`config.mk`:
```
export PLATFORM = sky130hd
export DESIGN_NAME = axi_write_arbiter
export DESIGN_NICKNAME = d
export VERILOG_FILES = /design/src/rtl/axi_pkg.sv /design/src/rtl/rr_priority_picker.sv /design/src/rtl/axi_write_arbiter.sv
export SDC_FILE = /design/constraint.sdc
export NUM_CORES = 1
export LEC_CHECK = 0
export ABC_AREA = 1
export BUFFER_PORTS_ARGS = -buffer_cell sky130_fd_sc_hd__buf_2
export CAP_MARGIN = 10
export CORE_AREA = 2 2 149 151
export CTS_BUF_LIST = sky130_fd_sc_hd__clkbuf_8 sky130_fd_sc_hd__clkbuf_16
export DETAILED_ROUTE_END_ITERATION = 16
export DIE_AREA = 0 0 151 153
export PLACE_DENSITY = 0.54
export SLEW_MARGIN = 20
export SYNTH_ARGS = -nofsm -noshare
export SYNTH_HDL_FRONTEND = slang
export SYNTH_HIERARCHICAL = 1
export SYNTH_SLANG_ARGS = --single-unit
```
`constraint.sdc`:
```
create_clock -name clk -period 3.3 [get_ports clk]
set_input_delay 0.33 -clock clk [delete_from_list [all_inputs] [get_ports clk]]
set_output_delay 0.33 -clock clk [all_outputs]
set_load 0.03 [all_outputs]
```
`src/rtl/axi_pkg.sv`:
```
// Shared AXI definitions: arbiter state encoding and burst-type constants used by the
// write/read channel engines and their arbiters.
package axi_pkg;

  typedef enum logic [1:0] {
    StIdle  = 2'd0,
    StStart = 2'd1,
    StBusy  = 2'd2,
    StDone  = 2'd3
  } arb_state_e;

  localparam logic [1:0] BurstFixed = 2'd0;
  localparam logic [1:0] BurstIncr  = 2'd1;
  localparam logic [1:0] BurstWrap  = 2'd2;

endpackage

```
`src/rtl/rr_priority_picker.sv`:
```
// Combinational rotating-priority encoder: first asserted request scanning from rr_ptr
// upward, wrapping at NUM_REQ-1.
module rr_priority_picker #(
  parameter int unsigned NUM_REQ = 4,
  parameter int unsigned IDX_W   = $clog2(NUM_REQ)
) (
  input  logic [NUM_REQ-1:0] req,
  input  logic [IDX_W-1:0]   rr_ptr,
  output logic               valid,
  output logic [NUM_REQ-1:0] grant,
  output logic [IDX_W-1:0]   idx
);

  always_comb begin
    int unsigned     pos;
    logic [IDX_W-1:0] k;
    valid = 1'b0;
    grant = '0;
    idx   = '0;
    pos   = 0;
    k     = '0;
    for (int unsigned i = 0; i < NUM_REQ; i++) begin
      pos = 32'(rr_ptr) + i;
      if (pos >= NUM_REQ) pos = pos - NUM_REQ;
      k = IDX_W'(pos);
      if (!valid && req[k]) begin
        valid    = 1'b1;
        grant[k] = 1'b1;
        idx      = k;
      end
    end
  end

endmodule

```
`src/rtl/axi_write_arbiter.sv`:
```
// Round-robin arbiter sharing one AXI write-channel engine among NUM_REQ requesters;
// one transfer in flight, with source-FIFO steering to the current owner.
module axi_write_arbiter
  import axi_pkg::*;
#(
  parameter int unsigned NUM_REQ             = 4,
  parameter int unsigned ADDR_WIDTH          = 32,
  parameter int unsigned WRITE_CHANNEL_WIDTH = 32,
  parameter int unsigned WRITE_BURST_LEN     = 8,
  parameter int unsigned IDX_W               = $clog2(NUM_REQ)
) (
  input  logic                                   clk,
  input  logic                                   rst,
  input  logic [NUM_REQ-1:0]                     req,
  input  logic [NUM_REQ*ADDR_WIDTH-1:0]          req_addr,
  input  logic [NUM_REQ*WRITE_BURST_LEN-1:0]     req_len,
  input  logic [NUM_REQ*WRITE_CHANNEL_WIDTH-1:0] req_fifo_rdata,
  input  logic [NUM_REQ-1:0]                     req_fifo_rempty,
  output logic [NUM_REQ-1:0]                     req_fifo_rpull,
  output logic [NUM_REQ-1:0]                     req_grant,
  output logic [NUM_REQ-1:0]                     req_done,
  output logic                                   busy,
  output logic                                   eng_start,
  output logic [ADDR_WIDTH-1:0]                  eng_addr,
  output logic [WRITE_BURST_LEN-1:0]             eng_len,
  output logic [WRITE_CHANNEL_WIDTH-1:0]         eng_fifo_rdata,
  output logic                                   eng_fifo_rempty,
  input  logic                                   eng_fifo_rpull,
  input  logic                                   eng_done
);

  arb_state_e                 state_q, state_d;
  logic [IDX_W-1:0]           rr_ptr_q, rr_ptr_d;
  logic [IDX_W-1:0]           grant_idx_q, grant_idx_d;
  logic [NUM_REQ-1:0]         grant_q, grant_d;
  logic [ADDR_WIDTH-1:0]      addr_q, addr_d;
  logic [WRITE_BURST_LEN-1:0] len_q, len_d;

  logic                       pick_valid;
  logic [NUM_REQ-1:0]         pick_grant;
  logic [IDX_W-1:0]           pick_idx;

  logic [ADDR_WIDTH-1:0]          addr_arr  [NUM_REQ];
  logic [WRITE_BURST_LEN-1:0]     len_arr   [NUM_REQ];
  logic [WRITE_CHANNEL_WIDTH-1:0] rdata_arr [NUM_REQ];

  for (genvar i = 0; i < NUM_REQ; i++) begin : g_unpack
    assign addr_arr[i]  = req_addr[i*ADDR_WIDTH +: ADDR_WIDTH];
    assign len_arr[i]   = req_len[i*WRITE_BURST_LEN +: WRITE_BURST_LEN];
    assign rdata_arr[i] = req_fifo_rdata[i*WRITE_CHANNEL_WIDTH +: WRITE_CHANNEL_WIDTH];
  end

  rr_priority_picker #(
    .NUM_REQ (NUM_REQ),
    .IDX_W   (IDX_W)
  ) u_picker (
    .req    (req),
    .rr_ptr (rr_ptr_q),
    .valid  (pick_valid),
    .grant  (pick_grant),
    .idx    (pick_idx)
  );

  always_comb begin
    state_d     = state_q;
    rr_ptr_d    = rr_ptr_q;
    grant_idx_d = grant_idx_q;
    grant_d     = grant_q;
    addr_d      = addr_q;
    len_d       = len_q;
    unique case (state_q)
      StIdle: begin
        if (pick_valid) begin
          grant_idx_d = pick_idx;
          grant_d     = pick_grant;
          addr_d      = addr_arr[pick_idx];
          len_d       = len_arr[pick_idx];
          state_d     = StStart;
        end
      end
      StStart: state_d = StBusy;
      StBusy: begin
        if (eng_done) begin
          rr_ptr_d = (grant_idx_q == IDX_W'(NUM_REQ - 1)) ? '0 : grant_idx_q + 1'b1;
          state_d  = StDone;
        end
      end
      StDone: begin
        grant_d = '0;
        state_d = StIdle;
      end
      default: state_d = StIdle;
    endcase
  end

  always_ff @(posedge clk) begin
    if (rst) begin
      state_q     <= StIdle;
      rr_ptr_q    <= '0;
      grant_idx_q <= '0;
      grant_q     <= '0;
      addr_q      <= '0;
      len_q       <= '0;
    end else begin
      state_q     <= state_d;
      rr_ptr_q    <= rr_ptr_d;
      grant_idx_q <= grant_idx_d;
      grant_q     <= grant_d;
      addr_q      <= addr_d;
      len_q       <= len_d;
    end
  end

  // FIFO path only belongs to the owner while the engine may be pulling data.
  always_comb begin
    req_done        = '0;
    req_fifo_rpull  = '0;
    eng_fifo_rdata  = '0;
    eng_fifo_rempty = 1'b1;
    if (state_q == StDone) req_done[grant_idx_q] = 1'b1;
    if (state_q == StStart || state_q == StBusy) begin
      eng_fifo_rdata              = rdata_arr[grant_idx_q];
      eng_fifo_rempty             = req_fifo_rempty[grant_idx_q];
      req_fifo_rpull[grant_idx_q] = eng_fifo_rpull;
    end
  end

  assign req_grant = grant_q;
  assign busy      = (state_q != StIdle);
  assign eng_start = (state_q == StStart);
  assign eng_addr  = addr_q;
  assign eng_len   = len_q;

endmodule
```
==> summary.md <==
| Metric | Value |
|---|---|
| Pwr Density | between 800 and 900 mW/mm^2 |
| Number of global-route vias before repair | roughly 6400 |
| Fin crit share | 0.880 |
| Clk Latency, worst-skew pair | 0.30 ns |
| Post-Syn Area | between 0.004 and 0.005 mm^2 |
| IO Count | around 390 |
| Peak supply drop | between 0.4 and 0.5 mV |
| Sequential power share | 0.160 |
| Hpwl dp | 18000 um |
| Drt pass-1 iters | 4 |
| Final Hold Viols | 0 |
| H-tree depth | 2 |
| Post-synth top area share | 0.288 |
| Clock slew at reported path FFs | roughly 0.070 ns |
| Gate power share | 0.758 |
| Die Wd | 151 um |
| Register area share after synthesis | 0.207 |
| Layout area overhead | 46.2% |
| CTS root buf | clkbuf_16 |
| Top delay family on crit path | simple AND/OR/NAND/NOR gates |
| Nets | around 1600 |
| Crit path capture type | flop |
| Internal power | between 0.002 and 0.003 W |
| Synthesized instance count | approximately 900 |
| Setup CP Type | flop to flop |
| Startpoint types | flop |
| Drt drc | 0 |
| Leading area contributor after synthesis | nand2_1 |
| Total nets after synthesis | between 1000 and 1500 |
| Vias | 6998 |
| DRT iter0 DRCs | 254 |
| Slowest CP cell | dfxtp_1 |
| Post-CTS Setup Bufs | 0 |
| CTS tree | yes |
| Clock Path Buffers | 2 |
| Final-report max-slew violation count | 0 |
| F_max | between 300 and 400 MHz |
| Seq cells post-synth | 50 |
| Data arrival time of the worst path | ~3.1 ns |
| Clock power frac | 0.082 |
| Via/cell ratio | roughly 4.6 |
| Max cap viols | 0 |
| Die height | approximately 150 um |
| RePlAce Congestion | 0.858 |
| Power, Total | 0.00628 W |
| Switching Fraction | 0.599 |
| CP required | around 3.5 ns |
| Largest cells by area after synthesis | nand2_1 (29%), dfxtp_1 (21%), a21oi_1 (9.1%) |
| RSZ-0062 raised after global routing | no |
| Core footprint | about 0.021 mm^2 |
| Status | finished, final reports clean |
| Crit path buf inv count | 3 |
| Min cycle time layout | between 2 and 3 ns |
| CP Max Fanout | 34 |
| Crit-path max cell delay | around 0.53 ns |
| Design area | 0.00707 mm^2 |
| Largest net degree at the start of global routing | 82 |
| Routed Antenna Nets | 0 |
| PortBufs | 386 |
| P_sw | ~0.0038 W |
| Post-layout util | 0.329 |
| Post-Route WL | about 23000 um |
| Synth warnings | 6 |
| Initial antenna violation count | 8 |
| Resized Gates After CTS | 0 |
| Worst hold path class | input pin to flop |
| Routed len/inst | between 10 and 15 um |
| Most common cell on crit path | nand2_1 |
| Total CTS buffers | 5 |
| CP Cell Sequence | inv_2 -> ha_1 -> inv_1 -> nand2_1 -> nand2_2 -> nor2_4 -> nand4_1 -> nand3_2 -> buf_4 -> nand2_1 -> o21ai_0 -> nor2_1 |
| DIE AREA | approximately 0.023 mm^2 |
| Layout cells sized above 1 | 0.345 |
| Synth cell types | 23 |
| Final TNS setup | 0 ns |
| Clock skew | between 0.007 and 0.008 ns |
| Placed cell area | between 0.006 and 0.007 mm^2 |
| Initial core utilization | 0.225 |
| Slew @ Worst Pin | ~1.1 ns |
| Syn_area_per_cell | approximately 5.4 um^2 |
| Final setup viols | 0 |
| Global-route wire length before repair | between 30000 and 40000 um |
| Clock sink count | 50 |
| Aggregate global-route resource usage | 0.182 |
| Row Count | 54 |
| Grt total ovfl | 0 |
| Cell leakage power | around 4.1 nW |
| Worst slew margin | 0.265 |
| Post-cts hold buffer count | 0 |
[routing by layer]
layer,GRT usage,up-vias,part of all wire
met5,0,-,0.00097
met4,0.0490,4,0.021
met3,0.0499,38,0.084
met2,0.346,287,0.51
met1,0.193,3089,0.39
li1,-,3580,-
[area by class of cell]
| class | count | area (um^2) |
|---|---|---|
| clock buffers | 5 | 125 |
| repair buffers | 401 | 2070 |
| clock inverters | 2 | 11.3 |
| diodes | 3 | 7.51 |
| multi-input cells | 750 | 3360 |
| well taps | 280 | 350 |
| flip-flops and latches | 50 | 1000 |
| inverters | 37 | 139 |
| fillers | 2499 | 14400 |
[flip-flops by register name, indices dropped and copies added (netlist names)]
| signal | flops |
|---|---|
| grant_idx_q | 2 |
| req_grant | 4 |
| eng_len | 8 |
| eng_addr | 32 |
| rr_ptr_q | 2 |
| state_q | 2 |
[Yosys cell counts (all sizes together)]
| cell | instances |
|---|---|
| nand4 | 7 |
| or2 | 1 |
| dfxtp | 50 |
| nor2 | 90 |
| o211ai | 1 |
| a21oi | 88 |
| o21ai | 75 |
| inv | 37 |
| ha | 15 |
| a21boi | 4 |
| buf | 41 |
| clkbuf | 20 |
| nand3 | 89 |
| nand2 | 380 |
[tightest hold or removal path, stage by stage]
cell and delay [ns]:
buf_2 0.08, nand2_1 0.04, nand2_1 0.06, nor2_1 0.04
nor2_1 0.08
[power by group through the flow]
| stage | sequential, W | combinational (W) | clock (W) |
|---|---|---|---|
| 2_1_floorplan | 0.00137 | 0.00314 | 0 |
| 3_3_place_gp | 0.00102 | 0.00481 | 0 |
| 3_5_place_dp | 0.00102 | 0.00483 | 0 |
| 4_1_cts | 0.00101 | 0.00483 | 0.000538 |
| 5_1_grt | 0.00105 | 0.00530 | 0.000563 |
| 6_report | 0.00101 | 0.00476 | 0.000514 |
[final timing paths]
path                                      to  slack (ns)  depth (start not counted)         start
worst max-delay path             eng_addr[4]        0.39                         12   rr_ptr_q[0]
worst min-delay path             eng_addr[9]        0.37                          5   req_addr[9]
worst max register to register   eng_addr[4]        0.39                         12   rr_ptr_q[0]
worst min register to register  req_grant[0]        0.48                          2  req_grant[0]
[layout by cell type (no fill, tap or decap), types with 2 or more instances in the layout]
cell type and n:
nand2_2 9, nand3_2 3, buf_2 386, dfxtp_1 49, nor2_1 88, inv_1 32
nand4_1 7, buf_12 2, nand3_1 85, buf_4 13, o21ai_1 7, a21boi_0 4
diode_2 3, a21oi_1 88, o21ai_0 68, nand2_1 371, ha_1 15, inv_2 6
clkbuf_16 5
[metrics by stage]
stage | hold WS, ns | std cells | worst slack, ns
after floorplan | 0.477 | 898 | 0.962
after global placement | 0.472 | 1518 | 0.455
after detailed placement | 0.476 | 1518 | 0.375
after CTS | 0.360 | 1525 | 0.366
after global routing | 0.393 | 1528 | 0.0493
final | 0.371 | 1528 | 0.395
[logic make-up (layout without fill, tap and decap cells)]
group                    Yosys count  after routing  synth area share
AO/OA/AOI/OAI                    168            168             0.177
adder cells (fa/ha/maj)           15             15            0.0388
buffers and inverters             98            445             0.101
flip-flops                        50             50             0.207
other                              0              3                 0
AND/OR/NAND/NOR                  567            567             0.476
Power figures use the tool's default switching activity.
